===== config.mk =====
export PLATFORM = sky130hd
export DESIGN_NAME = prog_sequencer_flat
export DESIGN_NICKNAME = d
export VERILOG_FILES = /design/src/rtl/prog_sequencer_if.sv /design/src/rtl/prog_sequencer.sv /design/src/flat_wrapper.sv
export SDC_FILE = /design/constraint.sdc
export NUM_CORES = 1
export LEC_CHECK = 0
export ABC_AREA = 1
export BUFFER_PORTS_ARGS = -buffer_cell sky130_fd_sc_hd__buf_2
export CAP_MARGIN = 10
export CORE_MARGIN = 8
export CORE_UTILIZATION = 58
export CTS_CLUSTER_SIZE = 40
export DETAILED_ROUTE_END_ITERATION = 16
export PLACE_DENSITY = 0.85
export SYNTH_ARGS = -nofsm -noshare
export SYNTH_HDL_FRONTEND = slang
export SYNTH_SLANG_ARGS = --single-unit

===== constraint.sdc =====
create_clock -name clk -period 3.44 [get_ports clk]
set_input_delay 0.688 -clock clk [delete_from_list [all_inputs] [get_ports clk]]
set_output_delay 0.688 -clock clk [all_outputs]
set_load 0.01 [all_outputs]

===== src/rtl/prog_sequencer_if.sv =====
// Handshake and decoder-facing bus of the fetch/execute sequencer.
// SEQ_SINGLE_STEP_EN adds the step qualifier to the bus.
interface prog_sequencer_if #(
  parameter int PC_W  = 10,
  parameter int CNT_W = 16
);
  logic             start;
  logic             instr_halt;
  logic             mem_rd;
  logic             pc_jmp_en;
  logic [PC_W-1:0]  jmp_target;
  logic [PC_W-1:0]  pc;
  logic             exec_en;
  logic             busy;
  logic             done;
  logic [CNT_W-1:0] cycle_count;
`ifdef SEQ_SINGLE_STEP_EN
  logic             step;

  modport master (
    output start, instr_halt, mem_rd, pc_jmp_en, jmp_target, step,
    input  pc, exec_en, busy, done, cycle_count
  );
  modport slave (
    input  start, instr_halt, mem_rd, pc_jmp_en, jmp_target, step,
    output pc, exec_en, busy, done, cycle_count
  );
`else
  modport master (
    output start, instr_halt, mem_rd, pc_jmp_en, jmp_target,
    input  pc, exec_en, busy, done, cycle_count
  );
  modport slave (
    input  start, instr_halt, mem_rd, pc_jmp_en, jmp_target,
    output pc, exec_en, busy, done, cycle_count
  );
`endif
endinterface


===== src/rtl/prog_sequencer.sv =====
// Fetch/execute sequencer: owns the PC, gates commits, stalls loads, stops on halt/end of program.
// Optional feature macro: SEQ_SINGLE_STEP_EN (RUN advances only on cycles with step=1).
module prog_sequencer #(
  parameter int PC_W     = 10,
  parameter int PROG_LEN = 1024,
  parameter int LD_WAIT  = 1,
  parameter int CNT_W    = 16
) (
  input  logic              clk,
  input  logic              reset_n,
  prog_sequencer_if.slave   bus
);

  typedef enum logic [1:0] {S_IDLE, S_RUN, S_WAIT, S_DONE} state_t;

  localparam int              WAIT_W     = (LD_WAIT > 0) ? $clog2(LD_WAIT + 1) : 1;
  localparam logic [PC_W-1:0] LAST_PC    = PC_W'(PROG_LEN - 1);
  localparam logic [PC_W:0]   PROG_LEN_X = (PC_W + 1)'(PROG_LEN);
  localparam logic [WAIT_W-1:0] WAIT_LOAD = WAIT_W'(LD_WAIT);
  localparam logic            LD_STALL   = (LD_WAIT > 0);

  state_t            state_q, state_d;
  logic [PC_W-1:0]   pc_q, pc_d;
  logic [WAIT_W-1:0] wait_q, wait_d;
  logic [CNT_W-1:0]  cycle_q, cycle_d;
  logic              exec_en, busy, done;
  logic              step_ok;
  logic [PC_W-1:0]   adv_pc;
  logic              adv_end;

`ifdef SEQ_SINGLE_STEP_EN
  assign step_ok = bus.step;
`else
  assign step_ok = 1'b1;
`endif

  // Where the PC goes when an instruction retires; adv_end means the run stops and pc holds.
  always_comb begin
    adv_pc  = pc_q;
    adv_end = 1'b0;
    if (bus.pc_jmp_en) begin
      if ({1'b0, bus.jmp_target} >= PROG_LEN_X) adv_end = 1'b1;
      else                                       adv_pc  = bus.jmp_target;
    end else if (pc_q == LAST_PC) begin
      adv_end = 1'b1;
    end else begin
      adv_pc = pc_q + PC_W'(1);
    end
  end

  always_comb begin
    state_d = state_q;
    pc_d    = pc_q;
    wait_d  = wait_q;
    cycle_d = cycle_q;
    exec_en = 1'b0;
    busy    = 1'b0;
    done    = 1'b0;
    case (state_q)
      S_IDLE, S_DONE: begin
        done = (state_q == S_DONE);
        if (bus.start) begin
          state_d = S_RUN;
          pc_d    = '0;
          cycle_d = '0;
        end
      end
      S_RUN: begin
        busy    = 1'b1;
        exec_en = step_ok && !(bus.mem_rd && LD_STALL);
        if (step_ok) begin
          if (cycle_q != '1) cycle_d = cycle_q + CNT_W'(1);
          if (bus.instr_halt) begin
            state_d = S_DONE;
          end else if (bus.mem_rd && LD_STALL) begin
            state_d = S_WAIT;
            wait_d  = WAIT_LOAD;
          end else begin
            pc_d = adv_pc;
            if (adv_end) state_d = S_DONE;
          end
        end
      end
      S_WAIT: begin
        busy   = 1'b1;
        wait_d = wait_q - WAIT_W'(1);
        if (cycle_q != '1) cycle_d = cycle_q + CNT_W'(1);
        // The load's single commit lands on the last stall cycle.
        if (wait_q == WAIT_W'(1)) begin
          exec_en = 1'b1;
          pc_d    = adv_pc;
          state_d = adv_end ? S_DONE : S_RUN;
        end
      end
      default: state_d = S_IDLE;
    endcase
  end

  always_ff @(posedge clk) begin
    if (!reset_n) begin
      state_q <= S_IDLE;
      pc_q    <= '0;
      wait_q  <= '0;
      cycle_q <= '0;
    end else begin
      state_q <= state_d;
      pc_q    <= pc_d;
      wait_q  <= wait_d;
      cycle_q <= cycle_d;
    end
  end

  assign bus.pc          = pc_q;
  assign bus.cycle_count = cycle_q;
  assign bus.exec_en     = exec_en;
  assign bus.busy        = busy;
  assign bus.done        = done;

endmodule


===== src/flat_wrapper.sv =====
// flat-port wrapper written by rule: the top's interface ports become plain ports
module prog_sequencer_flat 
#(
  parameter int PC_W     = 10,
  parameter int PROG_LEN = 1024,
  parameter int LD_WAIT  = 1,
  parameter int CNT_W    = 16
)
  (clk, reset_n, bus_start, bus_instr_halt, bus_mem_rd, bus_pc_jmp_en, bus_jmp_target, bus_pc, bus_exec_en, bus_busy, bus_done, bus_cycle_count);
  prog_sequencer_if #(.PC_W(PC_W), .CNT_W(CNT_W)) bus_i ();
  input  logic clk;
  input  logic reset_n;
  input wire logic [$bits(bus_i.start)-1:0] bus_start;
  input wire logic [$bits(bus_i.instr_halt)-1:0] bus_instr_halt;
  input wire logic [$bits(bus_i.mem_rd)-1:0] bus_mem_rd;
  input wire logic [$bits(bus_i.pc_jmp_en)-1:0] bus_pc_jmp_en;
  input wire logic [$bits(bus_i.jmp_target)-1:0] bus_jmp_target;
  output wire logic [$bits(bus_i.pc)-1:0] bus_pc;
  output wire logic [$bits(bus_i.exec_en)-1:0] bus_exec_en;
  output wire logic [$bits(bus_i.busy)-1:0] bus_busy;
  output wire logic [$bits(bus_i.done)-1:0] bus_done;
  output wire logic [$bits(bus_i.cycle_count)-1:0] bus_cycle_count;
  assign bus_i.start = bus_start;
  assign bus_i.instr_halt = bus_instr_halt;
  assign bus_i.mem_rd = bus_mem_rd;
  assign bus_i.pc_jmp_en = bus_pc_jmp_en;
  assign bus_i.jmp_target = bus_jmp_target;
  assign bus_pc = bus_i.pc;
  assign bus_exec_en = bus_i.exec_en;
  assign bus_busy = bus_i.busy;
  assign bus_done = bus_i.done;
  assign bus_cycle_count = bus_i.cycle_count;
  prog_sequencer #(.PC_W(PC_W), .PROG_LEN(PROG_LEN), .LD_WAIT(LD_WAIT), .CNT_W(CNT_W)) u_core (.clk(clk), .reset_n(reset_n), .bus(bus_i));
endmodule

==> results.yml, run 1 <==
clock_network:
  htree_num_levels: 2
  clock_insertion_delay_worst_skew_ns: 0.34
  cts_tree: "built"
  cts_repair_resize_count: 0
  ctsLongestPathBuffers: 2
  ctsRootBufferMaster: "sky130_fd_sc_hd__clkbuf_4"
  clkSlewWorstSetupHoldPaths_ns: 0.09
  cts_post_setup_buffers_inserted: 0
  clock_sink_count: 29
  cts_buffers: 5
  postCtsHoldBufs: 0
worst_setup_path:
  cell_count_of_the_worst_reg_to_reg_path: 9
  critical_path.slowest_cell: "sky130_fd_sc_hd__ha_1"
  cp_top_family: "adder cells"
  cpPeakStageDelay_ns: 0.50
  cp.required_ns: 2.75
  timing.critical_path.cells: "inv_1, ha_1, inv_2, buf_2"
  path_class: "flip-flop to primary output"
  crit_path_max_fanout: 12
  cp_num_cells: 4
  start_kind: "flip-flop"
  worstSetupEndpointType: "primary output"
  cp.arrival_ns: 1.67
  path_buf_inv: 3
global_route:
  grt_max_degree: 21
  initial_antenna_violation_count: 0
  grt.overflow.total: 0
  global_route_total_usage_across_every_layer: 0.176
  first_global_vias: 1800
  grt_pass1_wl_mm: 7.67
routing:
  route.final.wire_length_mm: 4.63
  wire_per_inst_um: 11.7
  detail_route.vias_per_cell: 5.17
  first_iter_violations: 100
  dr_total_vias: 2054
  detail-route-antenna-nets: 0
  drt_first_pass_iters: 4
  detail_route.drc_violations: 0
power:
  power.ir.vdd_worst_uv: 270
  cellPowerDensity_mw_per_mm2: 519
  power.static_leakage_nw: 1.01
status:
  status: "complete, no violations"
sta:
  period_minus_slack_ns: 2.36
  grt_setup_unrepaired: "no"
  setup_viol: 0
  post_route_clock_skew_ns: 0.0134
  slew_violations: 0
  timing_worst_slew_pin_value_ns: 0.715
  setup-tns-final_ns: 0
  hold_violations: 0
  max_freq_mhz: 424
  period_share: 0.686
  slew_headroom: 0.523
die:
  core-area_mm2: 0.00328
  pin_count: 45
  die_area_mm2: 0.00547
  initial_utilization: 0.594
  die-height_um: 74.0
  floorplan.rows: 21
  die-width_um: 74.0
placement:
  finalWeightedCongestion: 0.872
  place.port_buffers: 44
  detailedPlacementHpwl_mm: 3.53
  dpl_cell_area_mm2: 0.00217
logic_synthesis:
  synth.net_count: 327
  syn-mean-instance-area_um2: 6.37
  netlist_area_mm2: 0.00195
  netlist_instances: 306
  synth.top_cell.area_share: 0.298
  post_synth_num_cell_types: 33
  yosysWarningCount: 0
  total_of_flip_flops_plus_latches_after_synthesis: 29
  synth_top_area_cell: "sky130_fd_sc_hd__dfxtp_1"
  netlist_top_cells_area: "sky130_fd_sc_hd__dfxtp_1 (30%), sky130_fd_sc_hd__nand2_1 (16%), sky130_fd_sc_hd__nor2_1 (8.3%), sky130_fd_sc_hd__nand3_1 (7.7%), sky130_fd_sc_hd__inv_1 (6.2%)"
  seq_area_frac_synth: 0.298
flow_run:
  max-cap-violations: 0
hold_path:
  hold_depth: 1
  path_category_of_the_worst_min_delay_check: "flip-flop to flip-flop"
final_layout:
  num_antenna_cells: 0
  drive_gt1_frac: 0.225
  final_nets: 371
  layout.cell_area.non_filler_mm2: 0.00223
  layout_commonest_cell: "sky130_fd_sc_hd__nand2_1"
  layout.cells.most_common_list: "sky130_fd_sc_hd__nand2_1 (83), sky130_fd_sc_hd__buf_2 (44), sky130_fd_sc_hd__nor2_1 (43), sky130_fd_sc_hd__inv_1 (32), sky130_fd_sc_hd__nand3_1 (30)"
  area_delta_synth_final_pct: 14.3
[final timing paths]
kind	from	end	slack, ns
setup / recovery	u_core.state_q[0]$_SDFFE_PN0P_	bus_busy	1.08
hold / removal	u_core.wait_q$_SDFFE_PN0P_	u_core.wait_q$_SDFFE_PN0P_	0.51
setup reg to reg	u_core.state_q[0]$_SDFFE_PN0P_	u_core.bus.cycle_count[3]$_SDFFE_PN0P_	1.39
hold reg to reg	u_core.wait_q$_SDFFE_PN0P_	u_core.wait_q$_SDFFE_PN0P_	0.51
[state kept, by name (all words and copies together) (netlist names)]
name and cells:
u_core.bus.cycle_count 16, u_core.bus.pc 10, u_core.state_q 2, u_core.wait_q 1
[routing by layer]
| metal | track usage | part of all wire |
|---|---|---|
| met5 | 0 | 0 |
| met1 | 0.209 | 0.45 |
| met4 | 0.0599 | 0.013 |
| met2 | 0.294 | 0.47 |
| met3 | 0.0512 | 0.067 |
[report_power, final]
part	leakage [nW]	internal (W)	switching, W
sequential	0.235	0.000383	0.0000579
clock	0.0310	0.0000768	0.000133
combinational	0.747	0.000160	0.000346
[area by class of cell]
| cell class | count | area, µm² |
|---|---|---|
| well taps | 46 | 57.6 |
| flip-flops and latches | 29 | 581 |
| inverters | 35 | 131 |
| clock buffers | 5 | 37.5 |
| fillers | 325 | 1060 |
| multi-input cells | 235 | 1180 |
| clock inverters | 3 | 17.5 |
| repair buffers | 44 | 220 |
[cell usage after synthesis, drive strengths merged]
master / n
xor2: 3
inv: 34
nor2: 48
a31oi: 2
o31ai: 1
nor3: 2
nand4: 7
o21ai: 12
a31o: 1
clkbuf: 4
or2: 7
nand3b: 1
dfxtp: 29
and2: 1
xnor2: 1
buf: 3
nand2: 88
clkinv: 1
a21oi: 23
o211ai: 1
nand3: 30
ha: 5
o21bai: 2
[worst register-to-register path: stages, from the launching register on]
cell,delay (ns)
sky130_fd_sc_hd__dfxtp_1,0.40
sky130_fd_sc_hd__inv_1,0.06
sky130_fd_sc_hd__ha_1,0.44
sky130_fd_sc_hd__inv_2,0.25
sky130_fd_sc_hd__nand3_1,0.12
sky130_fd_sc_hd__nor2_2,0.16
sky130_fd_sc_hd__nand4_4,0.17
sky130_fd_sc_hd__nand2_4,0.19
sky130_fd_sc_hd__nand2_1,0.08
sky130_fd_sc_hd__a21oi_2,0.13
[cells by family (layout without fill, tap and decap cells)]
kind of cell	count (synthesis)	in the layout	share of synthesized area
and+or+nand+nor	184	184	0.429
AOI/OAI and AO/OA	42	42	0.128
buffers and inverters	42	87	0.0950
DFF	29	29	0.298
adders and majority gates	5	5	0.0321
xor gates and xnor gates	4	4	0.0180
[stage by stage]
step / utilization / instances / hold slack (ns) / power (W) / setup WS [ns]
global placement: 0.662 / 389 / 0.473 / 0.000943 / 1.43
CTS: 0.678 / 397 / 0.514 / 0.00116 / 1.07
floorplan: - / 306 / 0.446 / 0.000855 / 1.55
finish: 0.678 / 397 / 0.510 / 0.00116 / 1.08
detailed placement: 0.662 / 389 / 0.498 / 0.000956 / 1.39
global route: 0.678 / 397 / 0.550 / 0.00125 / 0.938
Note: power is estimated with default switching activity, not from simulation.
==> inputs of run 2 (changes only) <==
- ABC_AREA: 1 -> 0
- CORE_UTILIZATION: 58 -> 53
- PLACE_DENSITY: 0.85 -> 0.8
- clock period: 3.44 -> 2.3 ns (I/O delays scaled with it)
==> run 2 against run 1 <==
Net effect: die area is 1.1% higher; count of clock-buffer cells in the layout rose by 2; critical path depth rose by 4; non-clock buffer count rose by 10; combinational power shrank 15%; register-to-register slack worse by 1.1 ns; final cell count shrank 22%; final area is 3.8% lower; power up 16%; worst setup slack got worse by 0.83 ns; area after synthesis fell by 7.4%.
==> results.yml, run 2 <==
status:
  status: "complete, no violations"
worst_setup_path:
  crit-reg2reg-capture: "u_core.bus.cycle_count[0]$_SDFFE_PN0P_"
  path_buf_inv: 3
  crit_path_max_fanout: 10
  critical_path.slowest_cell: "sky130_fd_sc_hd__ha_1"
  cp-startpoint: "u_core.state_q[0]$_SDFFE_PN0P_"
  cp.arrival_ns: 2.25
  path_class: "flip-flop to flip-flop"
  cp.required_ns: 2.50
  critPathMostFrequentCell: "sky130_fd_sc_hd__buf_4"
  worstSetupEndpointType: "flip-flop"
  cp_num_cells: 8
  cpPeakStageDelay_ns: 0.37
  cell_count_of_the_worst_reg_to_reg_path: 8
  timing.critical_path.cells: "inv_1, ha_1, buf_4, nand3b_1, nor4_2, buf_4, a21o_1, o22ai_1"
  start_kind: "flip-flop"
  cp_top_family: "buffers and inverters"
  rrSetupSlack_ns: 0.25
  regToRegStartpoint: "u_core.state_q[0]$_SDFFE_PN0P_"
routing:
  route.final.wire_length_mm: 4.58
  wire_per_inst_um: 14.8
  dr_total_vias: 1846
  detail_route.drc_violations: 0
  detail-route-antenna-nets: 0
  m1WireLength_mm: 1.96
  detail_route.vias_per_cell: 5.97
  top_layer: "met4"
  first_iter_violations: 173
  wl_met2_mm: 2.24
  drt_first_pass_iters: 4
  route.met3.wl_um: 318
clock_network:
  cts_buffers: 5
  clock_insertion_delay_worst_skew_ns: 0.32
  cts_post_setup_buffers_inserted: 0
  postCtsHoldBufs: 0
  ctsLongestPathBuffers: 2
  ctsRootBufferMaster: "sky130_fd_sc_hd__clkbuf_4"
  htree_num_levels: 2
  clkSlewWorstSetupHoldPaths_ns: 0.09
  cts_repair_resize_count: 0
  cts_tree: "built"
  clock_sink_count: 29
sta:
  setup_viol: 0
  fin_ws_ns: 0.253
  hold_violations: 0
  slew_headroom: 0.701
  slew_violations: 0
  period_share: 0.890
  timing_worst_slew_pin_value_ns: 0.445
  grt_setup_unrepaired: "no"
  post_route_clock_skew_ns: 0.00507
  max_freq_mhz: 489
  period_minus_slack_ns: 2.05
  setup-tns-final_ns: 0
power:
  power.ir.vdd_worst_uv: 380
  cellPowerDensity_mw_per_mm2: 626
  power.static_leakage_nw: 0.898
logic_synthesis:
  total_of_flip_flops_plus_latches_after_synthesis: 29
  ys.flop_type: "sky130_fd_sc_hd__dfxtp_1"
  synth.net_count: 234
  yosys-top-cells-count: "sky130_fd_sc_hd__dfxtp_1 (29), sky130_fd_sc_hd__nand2_1 (19), sky130_fd_sc_hd__a21oi_1 (17)"
  synth_edf_count: 0
  netlist_instances: 213
  synth_top_area_cell: "sky130_fd_sc_hd__dfxtp_1"
  netlist_top_cells_area: "sky130_fd_sc_hd__dfxtp_1 (32%), sky130_fd_sc_hd__a21oi_1 (4.7%), sky130_fd_sc_hd__nand2_1 (4.0%), sky130_fd_sc_hd__o41ai_2 (3.6%), sky130_fd_sc_hd__ha_1 (3.5%)"
  synth.top_cell.area_share: 0.322
  syn-mean-instance-area_um2: 8.48
  seq_area_frac_synth: 0.322
  async_reset_ff_frac: 0
  post-synth-top-count-cell: "sky130_fd_sc_hd__dfxtp_1"
  netlist_area_mm2: 0.00181
  post_synth_num_cell_types: 52
  yosysWarningCount: 0
placement:
  dp_worst_setup_slack_ns: 0.276
  finalWeightedCongestion: 0.802
  placed_cells: 302
  detailedPlacementHpwl_mm: 3.47
  place.port_buffers: 44
global_route:
  grt.overflow.total: 0
  grt_max_degree: 18
  first_global_vias: 1762
  grt_pass1_wl_mm: 7.65
  initial_antenna_violation_count: 0
  global_route_total_usage_across_every_layer: 0.175
die:
  die_area_mm2: 0.00553
  pin_count: 45
  core-area_mm2: 0.00331
  die-width_um: 74.4
  die-height_um: 74.4
  floorplan.rows: 21
  initial_utilization: 0.545
final_layout:
  area_delta_synth_final_pct: 18.7
  final_nets: 284
  layout.cells.most_common_list: "sky130_fd_sc_hd__buf_2 (44), sky130_fd_sc_hd__dfxtp_1 (29), sky130_fd_sc_hd__nand2_1 (19), sky130_fd_sc_hd__a21oi_1 (17), sky130_fd_sc_hd__buf_4 (10)"
  largest_reg_flops: 16
  multiInputGateArea_mm2: 0.00112
  drive_gt1_frac: 0.285
  instances_no_fill: 309
  layout_commonest_cell: "sky130_fd_sc_hd__buf_2"
  nFillCells: 319
  num_antenna_cells: 0
  layout.area.seq_um2: 581
hold_path:
  holdCritStartpoint: "bus_jmp_target[5]"
  whs_endpoint: "u_core.bus.pc[5]$_SDFFE_PN0P_"
  path_category_of_the_worst_min_delay_check: "input port to flip-flop"
  hold_depth: 3
flow_run:
  max-cap-violations: 0
-- run 2: cell types whose count changed in the layout (fill, tap and decap cells not counted), moves of 7 or more --
cell                       delta
sky130_fd_sc_hd__buf_4       +10
sky130_fd_sc_hd__nand3_1     -21
sky130_fd_sc_hd__nand2_1     -64
sky130_fd_sc_hd__nand2b_1     +7
sky130_fd_sc_hd__inv_1       -23
sky130_fd_sc_hd__nor2_1      -35
sky130_fd_sc_hd__or4_1        +7
-- run 2: worst max-delay path by stage --
stage                                                         to
after global routing      u_core.bus.cycle_count[0]$_SDFFE_PN0P_
after detailed placement           u_core.bus.pc[6]$_SDFFE_PN0P_
after CTS                          u_core.bus.pc[6]$_SDFFE_PN0P_
final                     u_core.bus.cycle_count[0]$_SDFFE_PN0P_
after global placement             u_core.bus.pc[6]$_SDFFE_PN0P_
after floorplan                    u_core.bus.pc[5]$_SDFFE_PN0P_
-- run 2: area by class of cell --
type                       instances  area share
sequential                        29       0.271
clock buffer                       7      0.0257
multi-input combinational        163       0.521
timing repair buffer              54       0.138
tap                               46      0.0269
inverter                          10      0.0175
-- run 2: routing by layer --
layer  vias up  global-route usage
met3         6              0.0593
met1       847               0.195
li1        939                   -
met5         -                   0
met4         0              0.0609
met2        54               0.300
-- run 2: kinds of logic after synthesis --
logic type / Yosys count / synth area share
AOI/OAI and AO/OA: 70 / 0.294
xor gates and xnor gates: 2 / 0.00970
adders and majority gates: 5 / 0.0347
buffers and inverters: 21 / 0.0596
DFF: 29 / 0.322
muxes: 4 / 0.0222
and+or+nand+nor: 82 / 0.259
-- run 2: where the power goes --
part | total, W | internal, W | leakage (nW) | switching, W
Combinational | 0.000431 | 0.000179 | 0.632 | 0.000252
Clock | 0.000317 | 0.000144 | 0.0314 | 0.000172
Sequential | 0.000594 | 0.000543 | 0.235 | 0.0000514
-- run 2: worst min-delay path: cells and delay by family --
family	cells	cell delay (ns)
compound gates	1	0.07
buf+inv	1	0.09
simple gates	1	0.10
-- run 2: through the flow --
step           total power, W  utilization  cell area [µm²]  hold WS, ns
6_report              0.00134        0.647             2140        0.434
2_1_floorplan        0.000891            -             1810        0.500
3_5_place_dp          0.00103        0.631             2090        0.502
3_3_place_gp          0.00103        0.631             2090        0.476
4_1_cts               0.00135        0.647             2140        0.423
5_1_grt               0.00143        0.647             2140        0.430
